--- src/rtl/bsg_loopback_test_node_pkg.sv ---
// Shared definitions for the loopback test node: counter width and the
// deterministic lane pattern generated and checked by the master node.
package bsg_loopback_test_node_pkg;

    localparam int CNT_WIDTH_LP = 32;
    localparam int MAX_WIDTH_LP = 256;

    // Lane k of packet n carries (n + k) mod 2^channel_width, lane 0 in the LSBs.
    function automatic logic [MAX_WIDTH_LP-1:0] packet(
        input logic [CNT_WIDTH_LP-1:0] n,
        input int                      num_channels,
        input int                      channel_width
    );
        logic [MAX_WIDTH_LP-1:0] w_pkt;
        logic [CNT_WIDTH_LP-1:0] w_mask;
        logic [CNT_WIDTH_LP-1:0] w_lane;
        w_pkt  = '0;
        w_mask = (channel_width >= 32'sd32) ? '1 : ((32'd1 << channel_width) - 32'd1);
        for (int k = 32'sd0; k < num_channels; k++) begin
            w_lane = (n + 32'(k)) & w_mask;
            w_pkt  = w_pkt | ({{(MAX_WIDTH_LP-CNT_WIDTH_LP){1'b0}}, w_lane} << (k * channel_width));
        end
        return w_pkt;
    endfunction

endpackage

--- src/rtl/bsg_loopback_test_node_two_fifo.sv ---
// Two-entry ready/valid FIFO used as the echo buffer of a client node.
module bsg_two_fifo #(
    parameter int width_p = 16
) (
    input  logic               clk_i,
    input  logic               reset_i,
    output logic               ready_o,
    input  logic [width_p-1:0] data_i,
    input  logic               v_i,
    output logic               v_o,
    output logic [width_p-1:0] data_o,
    input  logic               yumi_i
);
    logic [width_p-1:0] r_mem [2];
    logic               r_wptr;
    logic               r_rptr;
    logic [1:0]         r_count;
    logic               w_enq;
    logic               w_deq;

    assign ready_o = (r_count != 2'd2);
    assign v_o     = (r_count != 2'd0);
    assign data_o  = r_mem[r_rptr];
    assign w_enq   = v_i & ready_o;
    assign w_deq   = yumi_i & v_o;

    // Pointer and occupancy bookkeeping
    always_ff @(posedge clk_i or posedge reset_i) begin
        if (reset_i) begin
            r_wptr  <= 1'b0;
            r_rptr  <= 1'b0;
            r_count <= 2'd0;
        end else begin
            if (w_enq) r_wptr <= ~r_wptr;
            if (w_deq) r_rptr <= ~r_rptr;
            case ({w_enq, w_deq})
                2'b10:   r_count <= r_count + 2'd1;
                2'b01:   r_count <= r_count - 2'd1;
                default: r_count <= r_count;
            endcase
        end
    end

    // Storage has no reset; occupancy decides what is visible
    always_ff @(posedge clk_i) begin
        if (w_enq) r_mem[r_wptr] <= data_i;
    end

endmodule

--- src/rtl/bsg_loopback_test_node.sv ---
// Loopback traffic generator/checker (master) or echo node (client).
// Define BSG_LOOPBACK_TEST_NODE_DISPLAY_EN for simulation-only mismatch reporting.
module bsg_loopback_test_node
    import bsg_loopback_test_node_pkg::*;
#(
    parameter int num_channels_p   = 2,
    parameter int channel_width_p  = 8,
    parameter int is_client_node_p = 0
) (
    input  logic                                      clk_i,
    input  logic                                      reset_i,
    input  logic                                      en_i,
    input  logic                                      link_v_i,
    input  logic [num_channels_p*channel_width_p-1:0] link_data_i,
    output logic                                      link_ready_and_o,
    output logic                                      link_v_o,
    output logic [num_channels_p*channel_width_p-1:0] link_data_o,
    input  logic                                      link_ready_and_i,
    output logic                                      error_o,
    output logic [31:0]                               sent_o,
    output logic [31:0]                               received_o
);
    localparam int width_lp = num_channels_p * channel_width_p;

    logic [CNT_WIDTH_LP-1:0] r_sent;
    logic [CNT_WIDTH_LP-1:0] r_received;
    logic                    r_error;
    logic                    r_en;
    logic                    w_in_xfer;
    logic                    w_out_xfer;
    logic                    w_mismatch;
    logic [width_lp-1:0]     w_send_pkt;
    logic [width_lp-1:0]     w_recv_pkt;

    assign w_in_xfer  = link_v_i & link_ready_and_o;
    assign w_out_xfer = link_v_o & link_ready_and_i;
    assign w_send_pkt = width_lp'(packet(r_sent, num_channels_p, channel_width_p));
    assign w_recv_pkt = width_lp'(packet(r_received, num_channels_p, channel_width_p));

    // Counters advance only on completed transfers, so a withdrawn packet is resent with the same index
    always_ff @(posedge clk_i or posedge reset_i) begin
        if (reset_i) begin
            r_sent     <= 32'd0;
            r_received <= 32'd0;
            r_error    <= 1'b0;
            r_en       <= 1'b0;
        end else begin
            r_en <= en_i;
            if (w_out_xfer) r_sent <= r_sent + 32'd1;
            if (w_in_xfer) r_received <= r_received + 32'd1;
            if (w_mismatch) r_error <= 1'b1;
        end
    end

    assign sent_o     = r_sent;
    assign received_o = r_received;
    assign error_o    = r_error;

    generate
        if (is_client_node_p != 0) begin : g_client
            bsg_two_fifo #(.width_p(width_lp)) u_echo (
                .clk_i   (clk_i),
                .reset_i (reset_i),
                .ready_o (link_ready_and_o),
                .data_i  (link_data_i),
                .v_i     (link_v_i),
                .v_o     (link_v_o),
                .data_o  (link_data_o),
                .yumi_i  (w_out_xfer)
            );
            assign w_mismatch = 1'b0;
        end else begin : g_master
            // Always ready so in-flight packets drain after generation stops
            assign link_ready_and_o = 1'b1;
            assign link_v_o         = r_en;
            assign link_data_o      = w_send_pkt;
            assign w_mismatch       = w_in_xfer & (link_data_i != w_recv_pkt);

`ifdef BSG_LOOPBACK_TEST_NODE_DISPLAY_EN
            always @(posedge clk_i) begin
                if (!reset_i && w_mismatch) begin
                    $display("%t loopback node: packet %0d expected %h received %h",
                             $time, r_received, w_recv_pkt, link_data_i);
                    if (!r_error) $error("loopback node: first data error");
                end
            end
`endif
        end
    endgenerate

endmodule

--- config.mk ---
export PLATFORM = sky130hd
export DESIGN_NAME = bsg_loopback_test_node
export DESIGN_NICKNAME = d
export VERILOG_FILES = /design/src/rtl/bsg_loopback_test_node_pkg.sv /design/src/rtl/bsg_loopback_test_node_two_fifo.sv /design/src/rtl/bsg_loopback_test_node.sv
export SDC_FILE = /design/constraint.sdc
export NUM_CORES = 1
export LEC_CHECK = 0
export CELL_PAD_IN_SITES_DETAIL_PLACEMENT = 0
export CELL_PAD_IN_SITES_GLOBAL_PLACEMENT = 1
export CORE_UTILIZATION = 39
export CTS_BUF_LIST = sky130_fd_sc_hd__clkbuf_8 sky130_fd_sc_hd__clkbuf_16
export DETAILED_ROUTE_END_ITERATION = 10
export PLACE_DENSITY = 0.94
export SYNTH_ARGS = -nofsm -noshare
export SYNTH_HDL_FRONTEND = slang
export SYNTH_SLANG_ARGS = --single-unit
--- constraint.sdc ---
create_clock -name clk_i -period 6.6 [get_ports clk_i]
set_input_delay 1.32 -clock clk_i [delete_from_list [all_inputs] [get_ports clk_i]]
set_output_delay 1.32 -clock clk_i [all_outputs]
set_load 0.03 [all_outputs]
==> impl_metrics.toml <==
[run_status]
status = "completed"

[detailed_routing]
drtPass1Iterations = 4
totalWireLength_mm = 7.24
drc = 0
num_vias = 2590
viasPerCell = 4.89
drt_iter0_drc = 72
wire_per_inst_um = 13.7
drtAntennaViolNets = 0

[die]
die_h_um = 96.2
core-area_mm2 = 0.00838
io_pins = 104
die_w_um = 96.2
dieArea_mm2 = 0.00924
rows = 33
floorplan.initialDensity = 0.412

[synthesis]
avgSynthCellArea_um2 = 10.4
synthDominantCellAreaShare = 0.478
yosys.area.top_type = "dfrtp_1"
synth_seq_cells = 66
syn_nets = 354
synth.most_common_cell = "dfrtp_1"
synth_common_cells = "66 x dfrtp_1, 47 x xnor2_1, 38 x xor2_1"
synth_cell_types = 42
synthTopCellsByArea = "dfrtp_1 48%, xnor2_1 12%, xor2_1 9.6%, buf_4 3.9%, nand3_1 3.2%"
async_flop_share = 1.00
synth_top_flop_cell = "dfrtp_1"
synth-seq-area-share = 0.478
postSynthCellCount = 331
synth_enable_flop_cells = 0
yosysWarnings = 0
syn_area_mm2 = 0.00346

[grt]
grtUsageTotal = 0.171
gr-total-overflow = 0
grt_first_pass_wirelength_mm = 12.0
grt_max_degree = 67
grt_pass1_vias = 2544
antenna_found_initial = 0

[sta]
layout_setup_ws_ps = 2920
setup_tns_ps = 0
period_minus_slack_ps = 3680
slew_violations = 0
clock_skew_ps = 7.40
rsz0062_at_grt = "false"
tightest_slew_ps = 813
max_freq_ghz = 0.272
final_hold_viol_count = 0
period_share = 0.557
slew-limit-headroom = 0.458
setup_viol = 0

[worst_setup_path]
cp.arrival_ps = 2360
cp-end-kind = "output pin"
path_class = "flop to output pin"
crit_fanout = 8
critPathRequiredTime_ps = 5280
crit_chain = "and3_1 > and3_1 > and3_1 > xor2_1 > clkdlybuf4s50_1"
r2r_cells = 6
rr_endpoint = "received_o[28]"
cp-start-kind = "flop"
critPathMaxStageDelay_ps = 680
r2r-start = "received_o[0]"
r2r_slack_ps = 4210
cp_common_cell = "and3_1"
crit_slowest_cell = "clkdlybuf4s50_1"

[clocking]
clock-sinks = 66
cts_hold_buf = 0
postCtsSetupRepairBufs = 0
cts_resized = 0
cts-buffers-inserted = 9
clk_path_buf_depth = 2
clk_latency_ps = 340
htreeDepth = 3
path_clk_slew_ps = 70
clock-root-buffer = "clkbuf_8"
cts_tree = "done"

[power_and_ir_drop]
swShare = 0.387
power.share.clock = 0.240
p_int_w = 0.000873
combPwrFrac = 0.378
pwr-share-seq = 0.382
powerDensity_mw_per_mm2 = 307
switching_power_w = 0.000551
p_leak_nw = 1.99
peakVddDrop_v = 0.000184

[hold_path]
hp-class = "flop to flop"
worst_hold_path.endpoint = "sent_o[31]"
hold_depth = 1
min_from = "sent_o[31]"

[cells_and_area]
num-fill-cells = 758
n_antenna_cell = 0
nets = 443
fin_cells = 530
finish.utilization = 0.554
layout-drive-gt1-share = 0.0871
synthToLayoutAreaGrowth_pct = 34.4

[placed_design]
gp_congestion = 0.812
dp.cells = 514
place_ws_ps = 3230
portBuffers = 102
dp_hpwl_mm = 5.38

[flow_run]
cap_violations = 0
-- metal layers --
layer	global-route usage	part of all wire	vias to the layer above
li1	-	-	1270
met1	0.217	0.45	1241
met2	0.271	0.48	72
met3	0.0616	0.062	7
met4	0.0522	0.0091	0
met5	0	0	-
-- worst max path at each step --
stage / cells past startpoint / start / end / slack, ps
2_1_floorplan: 4 / sent_o[0] / link_data_o[14] / 3510
3_3_place_gp: 6 / link_v_i / received_o[30] / 3280
3_5_place_dp: 6 / link_v_i / received_o[24] / 3230
4_1_cts: 5 / sent_o[2] / link_data_o[15] / 2890
5_1_grt: 5 / sent_o[0] / link_data_o[14] / 2800
6_report: 5 / sent_o[2] / link_data_o[15] / 2920
-- registers in the layout, indices dropped and copies added (netlist names) --
signal,cells
received_o,32
sent_o,32
error_o,1
link_v_o,1
-- cell type report --
class | instances | area, um^2 | area share
sequential | 66 | 1650 | 0.356
multi-input combinational | 228 | 1590 | 0.341
timing repair buffer | 103 | 1030 | 0.221
clock buffer | 10 | 138 | 0.0296
tap | 105 | 131 | 0.0283
clock inverter | 6 | 66.3 | 0.0143
inverter | 12 | 45.0 | 0.00970
-- placed cells by master (no fill, tap or decap), drive strengths merged, types with 2 or more instances in the layout --
| master | netlist | layout |
|---|---|---|
| nand4 | 15 | 15 |
| a21oi | 2 | 2 |
| nand2 | 24 | 24 |
| and3 | 4 | 4 |
| xnor2 | 47 | 47 |
| dfrtp | 66 | 66 |
| clkdlybuf4s50 | 0 | 102 |
| and2 | 2 | 2 |
| o22ai | 2 | 2 |
| nor2 | 33 | 33 |
| ha | 2 | 2 |
| mux2 | 2 | 2 |
| inv | 12 | 12 |
| or3 | 3 | 3 |
| and4 | 8 | 8 |
| nand3b | 2 | 2 |
| clkinv | 0 | 2 |
| nor3 | 6 | 6 |
| xor2 | 38 | 38 |
| clkinvlp | 0 | 3 |
| nor4 | 5 | 5 |
| nand3 | 23 | 23 |
| clkbuf | 2 | 10 |
-- worst max-delay path, delay by kind of cell, from the launching register on --
kind | cells | cell delay (ps)
AND/OR/NAND/NOR | 3 | 700
buffers and inverters | 1 | 680
flip-flops | 1 | 490
XOR/XNOR | 1 | 140
-- cell families (layout without fill, tap and decap cells) --
group | Yosys count | after routing | share of synthesized area
AO/OA/AOI/OAI | 7 | 7 | 0.0141
XOR/XNOR | 85 | 85 | 0.215
adder cells (fa/ha/maj) | 2 | 2 | 0.00724
buffers and inverters | 37 | 131 | 0.0637
flip-flops | 66 | 66 | 0.478
multiplexers | 2 | 2 | 0.00651
other | 1 | 1 | 0.00108
AND/OR/NAND/NOR | 131 | 131 | 0.214
-- stage by stage --
stage	area [um^2]	total power, W	hold slack [ps]
finish	4650	0.00142	474
global route	4650	0.00150	494
CTS	4650	0.00144	474
detailed placement	4440	0.00109	460
global placement	4440	0.00109	457
floorplan	3460	0.000947	579
-- power by group through the flow --
| stage | registers [W] | clock network [W] | logic [W] |
|---|---|---|---|
| after CTS | 0.000543 | 0.000354 | 0.000543 |
| after floorplan | 0.000532 | 0 | 0.000415 |
| after global routing | 0.000554 | 0.000371 | 0.000571 |
| final | 0.000543 | 0.000342 | 0.000539 |
| after global placement | 0.000550 | 0 | 0.000535 |
| after detailed placement | 0.000549 | 0 | 0.000543 |
Power figures use the tool's default switching activity.
